File: config.mk
export PLATFORM = sky130hd
export DESIGN_NAME = ahb_bus_arbiter
export DESIGN_NICKNAME = d
export VERILOG_FILES = /design/src/rtl/ahb_bus_arbiter.sv
export SDC_FILE = /design/constraint.sdc
export NUM_CORES = 1
export LEC_CHECK = 0
export CAP_MARGIN = 20
export CORE_AREA = 2 2 123 125
export CTS_CLUSTER_SIZE = 25
export DETAILED_ROUTE_END_ITERATION = 10
export DIE_AREA = 0 0 125 127
export MAX_ROUTING_LAYER = met4
export PLACE_DENSITY_LB_ADDON = 0.12
export SLEW_MARGIN = 25
export SYNTH_ARGS = -nofsm -noshare
export SYNTH_HDL_FRONTEND = slang
export SYNTH_SLANG_ARGS = --single-unit
export TNS_END_PERCENT = 100
File: constraint.sdc
create_clock -name clk -period 2.5 [get_ports clk]
set_input_delay 0.5 -clock clk [delete_from_list [all_inputs] [get_ports clk]]
set_output_delay 0.5 -clock clk [all_outputs]
set_load 0.01 [all_outputs]
File: src/rtl/ahb_bus_arbiter.sv
// AHB arbiter and master mux: priority/round-robin grant with lock and quantum,
// separate address-phase and data-phase owners, responses broadcast to all masters.
module ahb_bus_arbiter #(
  parameter int NUM_MST  = 2,
  parameter int PARK_MST = 0,
  parameter int QUANTUM  = 8,
  parameter int HADDR_W  = 32,
  parameter int HDATA_W  = 32
) (
  input  logic                         clk,
  input  logic                         rst,
  input  logic [NUM_MST-1:0]           mst_hbusreq_i,
  input  logic [NUM_MST-1:0]           mst_priority_i,
  input  logic [2*NUM_MST-1:0]         mst_htrans_i,
  input  logic [NUM_MST-1:0]           mst_hsel_i,
  input  logic [NUM_MST-1:0]           mst_hwrite_i,
  input  logic [NUM_MST-1:0]           mst_hmastlock_i,
  input  logic [HADDR_W*NUM_MST-1:0]   mst_haddr_i,
  input  logic [HDATA_W*NUM_MST-1:0]   mst_hwdata_i,
  input  logic [3*NUM_MST-1:0]         mst_hsize_i,
  input  logic [3*NUM_MST-1:0]         mst_hburst_i,
  input  logic [4*NUM_MST-1:0]         mst_hprot_i,
  output logic [NUM_MST-1:0]           mst_hgrant_o,
  output logic                         mst_hready_o,
  output logic                         mst_hresp_o,
  output logic [HDATA_W-1:0]           mst_hrdata_o,
  output logic                         s_hsel_o,
  output logic [1:0]                   s_htrans_o,
  output logic [HADDR_W-1:0]           s_haddr_o,
  output logic                         s_hwrite_o,
  output logic [2:0]                   s_hsize_o,
  output logic [2:0]                   s_hburst_o,
  output logic [3:0]                   s_hprot_o,
  output logic                         s_hmastlock_o,
  output logic [HDATA_W-1:0]           s_hwdata_o,
  input  logic                         s_hready_i,
  input  logic                         s_hresp_i,
  input  logic [HDATA_W-1:0]           s_hrdata_i,
  output logic [1:0]                   hmaster_o,
  output logic [1:0]                   hmaster_data_o
);

  localparam logic [1:0]         PARK_IDX = 2'(PARK_MST);
  localparam logic [7:0]         QMAX     = 8'(QUANTUM);
  localparam logic [NUM_MST-1:0] PARK_OH  = {{(NUM_MST-1){1'b0}}, 1'b1} << PARK_MST;

  logic [NUM_MST-1:0] grant_q, grant_d;
  logic [1:0]         hmaster_q, hmaster_d;
  logic [1:0]         hmaster_data_q, hmaster_data_d;
  logic [7:0]         qcnt_q, qcnt_d;

  logic [1:0]         gnt_idx, sel_idx, hi_idx, lo_idx;
  logic               hi_found, lo_found;
  logic [NUM_MST-1:0] hm_oh, base, hp, cand;
  logic [1:0]         hm_trans;
  logic               hm_lock, locked, others, q_expired;

  always_comb begin
    gnt_idx  = PARK_IDX;
    hm_oh    = '0;
    hm_trans = 2'b00;
    hm_lock  = 1'b0;
    for (int i = 0; i < NUM_MST; i++) begin
      if (grant_q[i]) gnt_idx = 2'(i);
      if (hmaster_q == 2'(i)) begin
        hm_oh[i] = 1'b1;
        hm_trans = mst_htrans_i[2*i +: 2];
        hm_lock  = mst_hmastlock_i[i];
      end
    end
  end

  // Quantum exclusion is applied before the high-priority restriction.
  assign locked    = hm_lock && (hm_trans != 2'b00);
  assign others    = |(mst_hbusreq_i & ~hm_oh);
  assign q_expired = (qcnt_q == QMAX) && others;
  assign base      = q_expired ? (mst_hbusreq_i & ~hm_oh) : mst_hbusreq_i;
  assign hp        = base & mst_priority_i;
  assign cand      = (|hp) ? hp : base;

  // Round-robin: lowest candidate above hmaster, else lowest candidate overall.
  always_comb begin
    hi_found = 1'b0;
    hi_idx   = 2'd0;
    lo_found = 1'b0;
    lo_idx   = 2'd0;
    for (int i = NUM_MST - 1; i >= 0; i--) begin
      if (cand[i]) begin
        lo_found = 1'b1;
        lo_idx   = 2'(i);
        if (2'(i) > hmaster_q) begin
          hi_found = 1'b1;
          hi_idx   = 2'(i);
        end
      end
    end
  end

  always_comb begin
    grant_d = '0;
    if (locked)        sel_idx = hmaster_q;
    else if (hi_found) sel_idx = hi_idx;
    else if (lo_found) sel_idx = lo_idx;
    else               sel_idx = PARK_IDX;
    for (int i = 0; i < NUM_MST; i++) grant_d[i] = (sel_idx == 2'(i));
  end

  always_comb begin
    hmaster_d      = hmaster_q;
    hmaster_data_d = hmaster_data_q;
    qcnt_d         = qcnt_q;
    if (s_hready_i) begin
      hmaster_d      = gnt_idx;
      hmaster_data_d = hmaster_q;
      if (gnt_idx != hmaster_q)               qcnt_d = 8'd0;
      else if (hm_trans[1] && qcnt_q != QMAX) qcnt_d = qcnt_q + 8'd1;
    end
  end

  always_ff @(posedge clk) begin
    if (rst) begin
      grant_q        <= PARK_OH;
      hmaster_q      <= PARK_IDX;
      hmaster_data_q <= PARK_IDX;
      qcnt_q         <= 8'd0;
    end else begin
      grant_q        <= grant_d;
      hmaster_q      <= hmaster_d;
      hmaster_data_q <= hmaster_data_d;
      qcnt_q         <= qcnt_d;
    end
  end

  always_comb begin
    s_hsel_o      = mst_hsel_i[0];
    s_htrans_o    = mst_htrans_i[1:0];
    s_haddr_o     = mst_haddr_i[HADDR_W-1:0];
    s_hwrite_o    = mst_hwrite_i[0];
    s_hsize_o     = mst_hsize_i[2:0];
    s_hburst_o    = mst_hburst_i[2:0];
    s_hprot_o     = mst_hprot_i[3:0];
    s_hmastlock_o = mst_hmastlock_i[0];
    s_hwdata_o    = mst_hwdata_i[HDATA_W-1:0];
    for (int i = 0; i < NUM_MST; i++) begin
      if (hmaster_q == 2'(i)) begin
        s_hsel_o      = mst_hsel_i[i];
        s_htrans_o    = mst_htrans_i[2*i +: 2];
        s_haddr_o     = mst_haddr_i[HADDR_W*i +: HADDR_W];
        s_hwrite_o    = mst_hwrite_i[i];
        s_hsize_o     = mst_hsize_i[3*i +: 3];
        s_hburst_o    = mst_hburst_i[3*i +: 3];
        s_hprot_o     = mst_hprot_i[4*i +: 4];
        s_hmastlock_o = mst_hmastlock_i[i];
      end
      if (hmaster_data_q == 2'(i)) s_hwdata_o = mst_hwdata_i[HDATA_W*i +: HDATA_W];
    end
  end

  assign mst_hgrant_o   = grant_q;
  assign mst_hready_o   = s_hready_i;
  assign mst_hresp_o    = s_hresp_i;
  assign mst_hrdata_o   = s_hrdata_i;
  assign hmaster_o      = hmaster_q;
  assign hmaster_data_o = hmaster_data_q;

endmodule

== Word-level counts from Yosys, hierarchy flattened ==
Index checks and enable logic that the tools add are counted.
Word-level totals
  register bits: 14
Operators by class
  order comparisons: 2
  reduce and logical (&&, ||, !) cells: 10
  add/sub/neg operators: 1
  multiplexer cells: 35
  eq/ne operators: 6
  bitwise logic cells: 3
Operator list (count)
  two-way mux 32 bit: 2
  two-way mux 2 bit: 11
  two-way mux 1 bit: 17
  two-way mux 8 bit: 2
  adder 8 x 1 -> 8 bit, second input constant: 1
  == test 8 x 4 -> 1 bit, second input constant: 1
  inequality test 8 x 4 -> 1 bit, second input constant: 1
  == test 2 x 1 -> 1 bit, second input constant: 3
  two-way mux 3 bit: 2
  AND 2 bit: 2
  > comparator 1 x 2 -> 1 bit, first input constant: 2
  zero test 2 bit: 2
  two-way mux 4 bit: 1
  nonzero test 2 bit: 2
  OR reduction 2 bit: 2
  logical AND 1 bit: 3
  inequality test 2 bit: 1
  inverter 2 bit: 1
  AND reduction 2 bit: 1

== Depth between registers and ports, before layout ==
  depth in word-level cells: 16
  depth in mapped cells: 6
  depth with buffers taken out: 6

== Worst setup path after synthesis ==
Ideal clock, no wire load.
  path kind: register to output
  start: reg hmaster_q[0] (netlist: hmaster_o[0])
  end: out s_haddr_o[0]
  buffers on the path: 3
  cell stages (with the launch flop): 5
  path slack: 0.544 ns
  arrival time: 1.456 ns
  data required time: 2.000 ns
  cell sequence: dfxtp_1 > buf_6 > clkbuf_1 > buf_2 > mux2_2
On the way
  longest elaborated chain between the ends: 2
RTL lines
  start, declared: RTL line 48  | logic [1:0] hmaster_q, hmaster_d;
  start signal, assigned: RTL line 128  | hmaster_q <= hmaster_d;
  == test 2 x 1 -> 1 bit: RTL line 145  | if (hmaster_q == 2'(i)) begin
  two-way mux 32 bit: RTL line 145
  end, declared: RTL line 29  | output logic [HADDR_W-1:0] s_haddr_o,
No other way between the ends.

== Final worst setup path ==
  start: reg hmaster_q[0] (netlist: hmaster_o[0])
  end: out s_htrans_o[1]
On the way
  longest elaborated chain between the ends: 2
RTL lines
  == test 2 x 1 -> 1 bit: RTL line 145
  two-way mux 2 bit: RTL line 145
  end, declared: RTL line 28  | output logic [1:0] s_htrans_o,
No other way between the ends.

==> metrics.md <==
| Metric | Value |
|---|---|
| DR DRC count | `0` |
| EDFF count, synth | `0` |
| Vias/cell | `3.86` |
| Synth area leader | `mux2_2` |
| Distinct cells, synth | `35` |
| Gr usage total | `between 10% and 20%` |
| Share of layout cells above drive strength 1 | `around 22%` |
| Initial antenna violation count | `0` |
| Die height | `127 µm` |
| Post-CTS Hold Buffers | `0` |
| P_int | `slightly below 0.0009 W` |
| FF-to-FF Start | `hmaster_o[0]$_SDFFE_PP0P_` |
| Postcts setup bufs | `0` |
| Most frequent cell after synthesis | `mux2_2` |
| Final Hold Viols | `0` |
| CTS tree | `built` |
| Final RePlAce weighted congestion | `between 0.7 and 0.8` |
| Final min period | `2.29 ns` |
| CTS sink cnt | `12` |
| Hold_ws | `approximately 0.49 ns` |
| Synth Instances | `between 200 and 250` |
| Leak | `1.56 nW` |
| CP max stage delay | `roughly 0.49 ns` |
| Min-delay src | `qcnt_q[7]$_SDFFE_PP0P_` |
| Ys async rst share | `0%` |
| CP arrival | `1.79 ns` |
| Final Slew Violations | `0` |
| Yosys top cell area share | `between 40% and 50%` |
| Crit path launch type | `flip-flop` |
| Hold path depth | `2` |
| Clock tree buffer depth | `2` |
| Number of global-route vias before repair | `approximately 2400` |
| DP Cell Count | `about 600` |
| Pwr Density | `~260 mW/mm²` |
| Worst Hold Path EP | `qcnt_q[7]$_SDFFE_PP0P_` |
| I/O pin cnt | `between 300 and 400` |
| Number of buffers added on ports | `between 200 and 250` |
| Final setup fails | `0` |
| Worst Hold Class | `flip-flop to flip-flop` |
| First-pass GRT wire length | `~15 mm` |
| CTS H-Tree Depth | `1` |
| Setup Skew | `between 0.004 and 0.005 ns` |
| FP Rows | `between 40 and 50` |
| First DRT Iteration DRCs | `52` |
| Mapped cell area | `0.00190 mm²` |
| Post-synthesis sequential area ratio | `12.6%` |
| Sequential Power Share | `17.5%` |
| CP endpoint kind | `output pin` |
| Logic pwr share | `~58%` |
| Antenna diode count | `0` |
| DIE WIDTH | `between 100 and 150 µm` |
| Fill cells | `roughly 1500` |
| NetSw | `just under 0.0003 W` |
| Non-Filler Instances | `between 500 and 600` |
| Final core utilization | `30.6%` |
| Top cells by count, synth | `79 x mux2_2, 37 x buf_4, 12 x dfxtp_1` |
| Sw frac | `25.0%` |
| Fmax | `around 440 MHz` |
| Final period util | `slightly above 90%` |
| Post-route ant nets | `0` |
| Die area | `roughly 0.016 mm²` |
| Largest net degree at the start of global routing | `35` |
| RR Endpoint | `qcnt_q[7]$_SDFFE_PP0P_` |
| Final wirelength | `about 11 mm` |
| Max-cap violations | `0` |
| VDD IR max | `~0.14 mV` |
| Post-CTS sizing | `0` |
| Worst-skew pair later-pin latency | `between 0.2 and 0.25 ns` |
| GR Overflow Total | `0` |
| Clock transition at the registers of the reported paths | `0.04 ns` |
| Mean Syn Cell Area | `between 9 and 10 µm²` |
| DR vias | `between 2000 and 2500` |
| Critical path class | `flip-flop to output pin` |
| Area delta synth->final | `132%` |
| Prevailing post-synth register cell | `dfxtp_1` |
| Drt first pass iters | `4` |
| Seq cells post-synth | `12` |
| Routed WL per cell | `17.7 µm` |
| Main area contributors after synthesis | `mux2_2 47%, buf_4 15%, dfxtp_1 13%` |
| Critical path cell sequence | `buf_4, mux2_2, clkdlybuf4s50_1` |
| CP max stage cell | `clkdlybuf4s50_1` |
| Root Driver | `clkbuf_16` |
| Final setup TNS | `0 ns` |
| Clock power share | `between 20% and 30%` |
| Worst reg2reg path depth | `5` |
| Run status | `finished, final reports clean` |
| Post-DP HPWL | `9.40 mm` |
| CTS Buf Count | `3` |
| R2r setup slk | `just over 0.6 ns` |
| YS warnings | `0` |
| Initial Util | `between 10% and 20%` |
| Crit-path max FO | `22` |
| Worst endpoint required time | `around 2 ns` |
| RSZ-0062 raised after global routing | `no` |
| Nets@finish | `slightly above 600` |
| Core footprint | `0.0144 mm²` |
| Total power | `0.00117 W` |
==> metal layers <==
metal	wire length, µm	GRT usage [%]
met1	3560	12.5
met2	6130	25.2
met3	770	2.55
met4	115	2.35
met5	0	-
==> through the flow <==
step,setup WS [ns],instance area [µm²]
final,0.210,4420
after global routing,0.170,4420
after CTS,0.187,4420
after detailed placement,0.189,4340
after global placement,0.171,4340
after floorplan,0.544,1900
==> worst max-delay path by stage <==
stage / cells past startpoint / start / to / slack, ns
after floorplan: 4 / hmaster_o[0]$_SDFFE_PP0P_ / s_haddr_o[0] / 0.54
after detailed placement: 5 / mst_htrans_i[3] / qcnt_q[6]$_SDFFE_PP0P_ / 0.19
after CTS: 3 / mst_htrans_i[3] / s_htrans_o[1] / 0.19
after global routing: 3 / hmaster_o[0]$_SDFFE_PP0P_ / s_htrans_o[1] / 0.17
final: 3 / hmaster_o[0]$_SDFFE_PP0P_ / s_htrans_o[1] / 0.21
after global placement: 5 / mst_htrans_i[3] / qcnt_q[7]$_SDFFE_PP0P_ / 0.17
==> kinds of logic (layout without fill, tap and decap cells) <==
logic type | after synthesis | after routing | share of synthesized area, %
AND/OR/NAND/NOR | 30 | 30 | 9.88
flip-flops | 12 | 12 | 12.6
buffers and inverters | 54 | 262 | 19.1
multiplexers | 82 | 82 | 48.4
adder cells (fa/ha/maj) | 2 | 2 | 1.32
AO/OA/AOI/OAI | 20 | 20 | 7.57
XOR/XNOR | 2 | 2 | 0.922
other | 1 | 2 | 0.197
==> placed cells by master, fill, tap and decap left out, drive strengths merged <==
master	n
nand2	3
clkdlybuf4s50	248
or3	6
a311o	1
dfxtp	12
xnor2	1
mux2	79
nor3	1
o211a	1
conb	2
xor2	1
or4	1
clkbuf	3
buf	5
nand4	1
o311ai	1
nand3	5
nor2	5
a21oi	7
nor4	1
nor2b	1
or4b	2
o211ai	3
nor3b	1
ha	2
and3b	1
mux2i	3
o21ai	5
inv	6
nor4bb	1
nand2b	1
a21o	1
o21a	1
==> power by group through the flow <==
stage / registers, W / logic (W) / clock network (W)
after floorplan: 0.000207 / 0.000259 / 0
after global placement: 0.000208 / 0.000686 / 0
after detailed placement: 0.000208 / 0.000688 / 0
after CTS: 0.000204 / 0.000693 / 0.000295
after global routing: 0.000205 / 0.000722 / 0.000307
final: 0.000204 / 0.000678 / 0.000287
==> final cells by class <==
class / count / area [µm²] / area share, %
Sequential cell: 12 / 241 / 5.47
Clock buffer: 3 / 75.1 / 1.70
Multi-Input combinational cell: 138 / 1300 / 29.5
Timing Repair Buffer: 253 / 2540 / 57.6
Tap cell: 184 / 230 / 5.21
Inverter: 6 / 22.5 / 0.510
==> sequential cells by signal (all words and copies together) (netlist names) <==
register	cells
qcnt_q	8
mst_hgrant_o	2
hmaster_data_o	1
hmaster_o	1
==> worst max-delay path: cells and delay by family (launching register included) <==
family | cells | cell delay (ns)
mux | 1 | 0.42
flops | 1 | 0.34
buf+inv | 2 | 0.78
Note: power is estimated with default switching activity, not from simulation.
